`src/rtl/mc_pkg.sv`:
```
// Shared definitions for the multicycle RV32I controller: opcodes, FSM states,
// datapath select encodings and the immediate-format decode.
package mc_pkg;

  localparam int OP_W    = 7;
  localparam int STATE_W = 4;

  localparam logic [OP_W-1:0] OP_LW  = 7'b0000011;
  localparam logic [OP_W-1:0] OP_SW  = 7'b0100011;
  localparam logic [OP_W-1:0] OP_R   = 7'b0110011;
  localparam logic [OP_W-1:0] OP_I   = 7'b0010011;
  localparam logic [OP_W-1:0] OP_BEQ = 7'b1100011;
  localparam logic [OP_W-1:0] OP_JAL = 7'b1101111;

  typedef enum logic [STATE_W-1:0] {
    FETCH    = 4'd0,
    DECODE   = 4'd1,
    MEMADR   = 4'd2,
    MEMREAD  = 4'd3,
    MEMWB    = 4'd4,
    MEMWRITE = 4'd5,
    EXECUTER = 4'd6,
    EXECUTEI = 4'd7,
    ALUWB    = 4'd8,
    BEQ      = 4'd9,
    JAL      = 4'd10,
    TRAP     = 4'd11
  } state_t;

  localparam logic [1:0] RES_ALUOUT    = 2'b00;
  localparam logic [1:0] RES_DATA      = 2'b01;
  localparam logic [1:0] RES_ALURESULT = 2'b10;

  localparam logic [1:0] SRCA_PC    = 2'b00;
  localparam logic [1:0] SRCA_OLDPC = 2'b01;
  localparam logic [1:0] SRCA_RD1   = 2'b10;

  localparam logic [1:0] SRCB_RD2  = 2'b00;
  localparam logic [1:0] SRCB_IMM  = 2'b01;
  localparam logic [1:0] SRCB_FOUR = 2'b10;

  localparam logic [1:0] ALUOP_ADD   = 2'b00;
  localparam logic [1:0] ALUOP_SUB   = 2'b01;
  localparam logic [1:0] ALUOP_FUNCT = 2'b10;

  function automatic logic [1:0] immSrcFor(input logic [OP_W-1:0] op);
    case (op)
      OP_SW:   return 2'b01;
      OP_BEQ:  return 2'b10;
      OP_JAL:  return 2'b11;
      default: return 2'b00;
    endcase
  endfunction

  function automatic logic isKnownOp(input logic [OP_W-1:0] op);
    return (op == OP_LW) || (op == OP_SW) || (op == OP_R) || (op == OP_I) ||
           (op == OP_BEQ) || (op == OP_JAL);
  endfunction

endpackage

```
`src/rtl/mc_state_outputs.sv`:
```
// Combinational Moore output decode for the controller; zero latency.
// Only FETCH, MEMWRITE and BEQ look at mem_ready/zero; all else is state-only.
module mc_state_outputs
  import mc_pkg::*;
(
  input  state_t     state,
  input  logic       memReady,
  input  logic       zero,
  output logic       pcWrite,
  output logic       adrSrc,
  output logic       memWrite,
  output logic       irWrite,
  output logic       regWrite,
  output logic [1:0] resultSrc,
  output logic [1:0] aluSrcA,
  output logic [1:0] aluSrcB,
  output logic [1:0] aluOp,
  output logic       instrDone
`ifdef MC_ILLEGAL_TRAP_EN
  , output logic     illegalOp
`endif
);

  logic pcUpdate;
  logic branch;

  always_comb begin
    pcUpdate  = 1'b0;
    branch    = 1'b0;
    adrSrc    = 1'b0;
    memWrite  = 1'b0;
    irWrite   = 1'b0;
    regWrite  = 1'b0;
    resultSrc = 2'b00;
    aluSrcA   = 2'b00;
    aluSrcB   = 2'b00;
    aluOp     = 2'b00;
    instrDone = 1'b0;
    case (state)
      FETCH: begin
        aluSrcA   = SRCA_PC;
        aluSrcB   = SRCB_FOUR;
        aluOp     = ALUOP_ADD;
        resultSrc = RES_ALURESULT;
        irWrite   = memReady;
        pcUpdate  = memReady;
      end
      DECODE: begin
        // Branch target computed speculatively into ALUOut
        aluSrcA = SRCA_OLDPC;
        aluSrcB = SRCB_IMM;
      end
      MEMADR: begin
        aluSrcA = SRCA_RD1;
        aluSrcB = SRCB_IMM;
      end
      MEMREAD: begin
        adrSrc    = 1'b1;
        resultSrc = RES_ALUOUT;
      end
      MEMWB: begin
        resultSrc = RES_DATA;
        regWrite  = 1'b1;
        instrDone = 1'b1;
      end
      MEMWRITE: begin
        adrSrc    = 1'b1;
        resultSrc = RES_ALUOUT;
        memWrite  = 1'b1;
        instrDone = memReady;
      end
      EXECUTER: begin
        aluSrcA = SRCA_RD1;
        aluSrcB = SRCB_RD2;
        aluOp   = ALUOP_FUNCT;
      end
      EXECUTEI: begin
        aluSrcA = SRCA_RD1;
        aluSrcB = SRCB_IMM;
        aluOp   = ALUOP_FUNCT;
      end
      ALUWB: begin
        resultSrc = RES_ALUOUT;
        regWrite  = 1'b1;
        instrDone = 1'b1;
      end
      BEQ: begin
        aluSrcA   = SRCA_RD1;
        aluSrcB   = SRCB_RD2;
        aluOp     = ALUOP_SUB;
        resultSrc = RES_ALUOUT;
        branch    = 1'b1;
        instrDone = 1'b1;
      end
      JAL: begin
        // PC takes the target from ALUOut while the ALU forms OldPC+4 for rd
        aluSrcA   = SRCA_OLDPC;
        aluSrcB   = SRCB_FOUR;
        aluOp     = ALUOP_ADD;
        resultSrc = RES_ALUOUT;
        pcUpdate  = 1'b1;
      end
      default: ;
    endcase
    pcWrite = pcUpdate | (branch & zero);
  end

`ifdef MC_ILLEGAL_TRAP_EN
  assign illegalOp = (state == TRAP);
`endif

endmodule

```
`src/rtl/multicycle_controller.sv`:
```
// Multicycle RV32I sequencing FSM: 3-5 states per instruction, stalls in place on mem_ready=0.
// MC_ILLEGAL_TRAP_EN: unknown opcodes park in TRAP (illegal_op=1) instead of acting as NOP.
module multicycle_controller
  import mc_pkg::*;
(
  input  logic            clk,
  input  logic            rst,
  input  logic [OP_W-1:0] op,
  input  logic            zero,
  input  logic            mem_ready,
  output logic            PCWrite,
  output logic            AdrSrc,
  output logic            MemWrite,
  output logic            IRWrite,
  output logic            RegWrite,
  output logic [1:0]      ResultSrc,
  output logic [1:0]      ALUSrcA,
  output logic [1:0]      ALUSrcB,
  output logic [1:0]      ALUOp,
  output logic [1:0]      ImmSrc,
  output logic            instr_done
`ifdef MC_ILLEGAL_TRAP_EN
  , output logic          illegal_op
`endif
);

  state_t state, stateNext;
  logic   pcWriteS, memWriteS, irWriteS, regWriteS, doneS, nopDone;

  always_ff @(posedge clk or negedge rst) begin
    if (!rst) state <= FETCH;
    else      state <= stateNext;
  end

  always_comb begin
    stateNext = FETCH;
    case (state)
      FETCH:    stateNext = mem_ready ? DECODE : FETCH;
      DECODE: begin
        case (op)
          OP_LW, OP_SW: stateNext = MEMADR;
          OP_R:         stateNext = EXECUTER;
          OP_I:         stateNext = EXECUTEI;
          OP_BEQ:       stateNext = BEQ;
          OP_JAL:       stateNext = JAL;
`ifdef MC_ILLEGAL_TRAP_EN
          default:      stateNext = TRAP;
`else
          default:      stateNext = FETCH;
`endif
        endcase
      end
      MEMADR:   stateNext = (op == OP_SW) ? MEMWRITE : MEMREAD;
      MEMREAD:  stateNext = mem_ready ? MEMWB : MEMREAD;
      MEMWB:    stateNext = FETCH;
      MEMWRITE: stateNext = mem_ready ? FETCH : MEMWRITE;
      EXECUTER: stateNext = ALUWB;
      EXECUTEI: stateNext = ALUWB;
      ALUWB:    stateNext = FETCH;
      BEQ:      stateNext = FETCH;
      JAL:      stateNext = ALUWB;
`ifdef MC_ILLEGAL_TRAP_EN
      TRAP:     stateNext = TRAP;
`endif
      default:  stateNext = FETCH;
    endcase
  end

  mc_state_outputs u_outputs (
    .state     (state),
    .memReady  (mem_ready),
    .zero      (zero),
    .pcWrite   (pcWriteS),
    .adrSrc    (AdrSrc),
    .memWrite  (memWriteS),
    .irWrite   (irWriteS),
    .regWrite  (regWriteS),
    .resultSrc (ResultSrc),
    .aluSrcA   (ALUSrcA),
    .aluSrcB   (ALUSrcB),
    .aluOp     (ALUOp),
    .instrDone (doneS)
`ifdef MC_ILLEGAL_TRAP_EN
    , .illegalOp (illegal_op)
`endif
  );

`ifdef MC_ILLEGAL_TRAP_EN
  assign nopDone = 1'b0;
`else
  assign nopDone = (state == DECODE) && !isKnownOp(op);
`endif

  // Strobes are masked by rst itself so nothing commits while reset is held
  assign PCWrite    = rst & pcWriteS;
  assign MemWrite   = rst & memWriteS;
  assign IRWrite    = rst & irWriteS;
  assign RegWrite   = rst & regWriteS;
  assign instr_done = rst & (doneS | nopDone);
  assign ImmSrc     = immSrcFor(op);

endmodule

```
`config.mk`:
```
export PLATFORM = sky130hd
export DESIGN_NAME = multicycle_controller
export DESIGN_NICKNAME = d
export VERILOG_FILES = /design/src/rtl/mc_pkg.sv /design/src/rtl/mc_state_outputs.sv /design/src/rtl/multicycle_controller.sv
export SDC_FILE = /design/constraint.sdc
export NUM_CORES = 1
export LEC_CHECK = 0
export ABC_AREA = 1
export CAP_MARGIN = 25
export CORE_UTILIZATION = 32
export CTS_CLUSTER_SIZE = 12
export DETAILED_ROUTE_END_ITERATION = 8
export PLACE_DENSITY = 0.69
export SLEW_MARGIN = 10
export SYNTH_ARGS = -nofsm -noshare
export SYNTH_HDL_FRONTEND = slang
export SYNTH_SLANG_ARGS = --single-unit
```
`constraint.sdc`:
```
create_clock -name clk -period 2.1 [get_ports clk]
set_clock_uncertainty 0.05 [all_clocks]
set_input_delay 0.42 -clock clk [delete_from_list [all_inputs] [get_ports clk]]
set_output_delay 0.42 -clock clk [all_outputs]
set_load 0.02 [all_outputs]
```
==> metrics.md, run 1 <==
| Metric | Value |
|---|---|
| First-pass GRT wire length | `about 2100 um` |
| Pwr Total | `0.688 mW` |
| Post-Syn Nets | `102` |
| Instance count of the mapped netlist | `91` |
| Status | `finished clean` |
| Worst hold path class | `primary input to async pin` |
| Avg Inst Size Synth | `between 5 and 6 um^2` |
| DR WL/cell | `a little over 9 um` |
| DRC errors left | `0` |
| Drt first pass iters | `4` |
| Crit-path cells | `clkdlybuf4s50_1 -> inv_1 -> nand2_1 -> nor2_4 -> o21ai_0 -> nand3_1 -> a21oi_2 -> buf_4` |
| Vias in the first global route | `551` |
| Hold Vio Cnt, Final | `0` |
| Cell leakage power | `around 0.53 nW` |
| Largest register FFs | `4` |
| Sequential area share after synthesis | `20.3%` |
| CP max stage cell | `clkdlybuf4s50_1` |
| CTS root buf | `clkbuf_4` |
| Setup tns final | `0 ns` |
| Fillers | `153` |
| Final period util | `95.3%` |
| Number of synthesized register bits | `4` |
| YS warnings | `0` |
| Io pins | `27` |
| GRT Residual Overflow | `0` |
| Initial Util | `between 30% and 40%` |
| Synthesis-to-finish area growth | `73.1%` |
| Relative slew slack | `85.0%` |
| Die Area | `1700 um^2` |
| Critical Path Fanout Max | `6` |
| Port bufs | `26` |
| FP Rows | `13` |
| CTS max path bufs | `2` |
| Initial antenna violation count | `0` |
| Clock-pin transition on the worst setup and hold timing paths | `around 0.030 ns` |
| Cell taking the most area after synthesis | `dfrtp_1` |
| Worst Setup End Kind | `primary output` |
| CP required | `1.63 ns` |
| Uppermost routed layer | `met3` |
| P per Cell Area | `between 800 and 900 nW/um^2` |
| Via count | `roughly 680` |
| N_diodes | `0` |
| Antenna viol nets, final | `0` |
| Worst Setup Start Kind | `primary input` |
| Routed length on met3 | `60 um` |
| Final setup violation count | `0` |
| Die Span X | `approximately 41 um` |
| Commonest non-fill, non-tap cell in the layout | `nand2_1` |
| Met2 wire len | `740 um` |
| # clock sinks | `4` |
| CP bufs+invs | `3` |
| Worst skew pair latency | `0.23 ns` |
| Min Tclk post-route | `2.00 ns` |
| Most frequent cells in the layout | `nand2_1, inv_1, nor2_1` |
| WL final | `1360 um` |
| CP delay by family, top | `buffers and inverters` |
| Layout cells sized above 1 | `28.2%` |
| Nets | `144` |
| CTS buffer count | `3` |
| Area of placed instances | `855 um^2` |
| Cts hold-fix bufs | `0` |
| Post-Layout Cell Count | `146` |
| Largest net degree at the start of global routing | `7` |
| Share of the synthesized area in the top cell type | `roughly a fifth` |
| Detailed-placement wirelength estimate | `about 1200 um` |
| Max incr delay on CP | `0.42 ns` |
| CTS tree | `yes` |
| Metal-1 WL | `563 um` |
| Final slew viol count | `0` |
| Final setup margin | `roughly 0.098 ns` |
| RSZ-0062 raised after global routing | `false` |
| Unique cell type count in the Yosys netlist | `16` |
| FMAX | `about 500 MHz` |
| H-tree depth | `1` |
| GRT Total Usage | `19.6%` |
| Top post-synthesis cells by area | `dfrtp_1, nand2_1, nand3_1` |
| Post-Syn Area | `493 um^2` |
| Worst EP arrival | `1.53 ns` |
| Setup Slack @ Placement | `-0.372 ns` |
| Top reg by flops | `state` |
| Post-CTS Setup Inserts | `0` |
| Peak VDD IR | `0.000445 V` |
| Top Registers | `state (4)` |
| Vias/cell | `4.64` |
| Kind of critical path | `primary input to primary output` |
| Die Y | `41.3 um` |
| Gpl congestion | `0.746` |
| Cell area after layout | `853 um^2` |
| DRT iter0 DRCs | `9` |
| CORE AREA | `between 1000 and 1500 um^2` |
| Placed Cells | `143` |
| Layout Utilization | `a little over three fifths` |
| Worst Max-Slew Pin Slew | `approximately 0.23 ns` |
| Max-cap violation count | `0` |
| Hold Slack | `approximately 0.44 ns` |
==> worst register-to-register path: cells and delay by family, from the launching register on <==
kind	cells	cell delay [ns]
buffers and inverters	3	0.35
flip-flops	1	0.43
AND/OR/NAND/NOR	3	0.36
==> synthesized netlist by cell type <==
master / count
nand2_1: 25
o21ai_0: 4
a31oi_1: 1
nor3_2: 1
inv_2: 7
nor2_4: 1
nand4_1: 2
nand3_1: 10
nor2_1: 13
o21ai_1: 1
o211ai_1: 1
nand2_2: 3
dfrtp_1: 4
nor2_2: 4
inv_1: 13
a21oi_2: 1
==> final timing paths <==
check	startpoint	end	slack [ns]	depth (start not counted)
worst max-delay path	op[3]	instr_done	0.1	8
min in group clk	op[4]	state[2]$_DFF_PN0_	0.56	4
worst min register to register	state[1]$_DFF_PN0_	state[3]$_DFF_PN0_	0.72	2
worst max register to register	state[1]$_DFF_PN0_	state[2]$_DFF_PN0_	0.84	6
max in group asynchronous	rst	state[1]$_DFF_PN0_	1.46	2
worst min-delay path	rst	state[2]$_DFF_PN0_	0.44	2
==> timing repair <==
item	4_1_cts	5_1_grt
pin swaps	0	2
setup endpoints to repair	14	9
endpoints found under the hold margin	0	0
gates resized for setup	21	14
==> routing by layer <==
layer,up-vias,GRT usage [%]
li1,364,-
met3,0,4.89
met2,24,38.3
met4,0,9.68
met5,-,0
met1,290,18.2
==> layout make-up <==
cell class | instances | area [um^2] | share of cell area, %
Clock buffer | 3 | 22.5 | 2.64
Tap cell | 15 | 18.8 | 2.20
Inverter | 20 | 75.1 | 8.80
Sequential cell | 4 | 100 | 11.7
Multi-Input combinational cell | 67 | 323 | 37.8
Timing Repair Buffer | 37 | 314 | 36.8
==> report_power, final <==
group / leakage [nW] / switching [mW] / total, mW / internal, mW
sequential: 0.0541 / 0.0272 / 0.122 / 0.0951
clock: 0.0138 / 0.0255 / 0.0889 / 0.0635
combinational: 0.458 / 0.286 / 0.477 / 0.191
total: 0.526 / 0.338 / 0.688 / 0.349
==> kinds of logic (layout without fill, tap and decap cells) <==
family / count (synthesis) / count (layout) / share of synthesized area (%)
and+or+nand+nor: 59 / 59 / 54.8
buffers and inverters: 20 / 60 / 15.2
DFF: 4 / 4 / 20.3
AOI/OAI and AO/OA: 8 / 8 / 9.65
No activity file was read; power rests on OpenSTA's default activity.
==> run 2, diff against run 1 <==
--- a/config.mk
+++ b/config.mk
@@ -11,6 +11,7 @@
 export CTS_CLUSTER_SIZE = 12
 export DETAILED_ROUTE_END_ITERATION = 8
 export PLACE_DENSITY = 0.69
+export REMOVE_ABC_BUFFERS = 1
 export SLEW_MARGIN = 10
 export SYNTH_ARGS = -nofsm -noshare
 export SYNTH_HDL_FRONTEND = slang
==> results of run 2 <==
The final DEF is identical to that of run 1; final timing and power are the same.
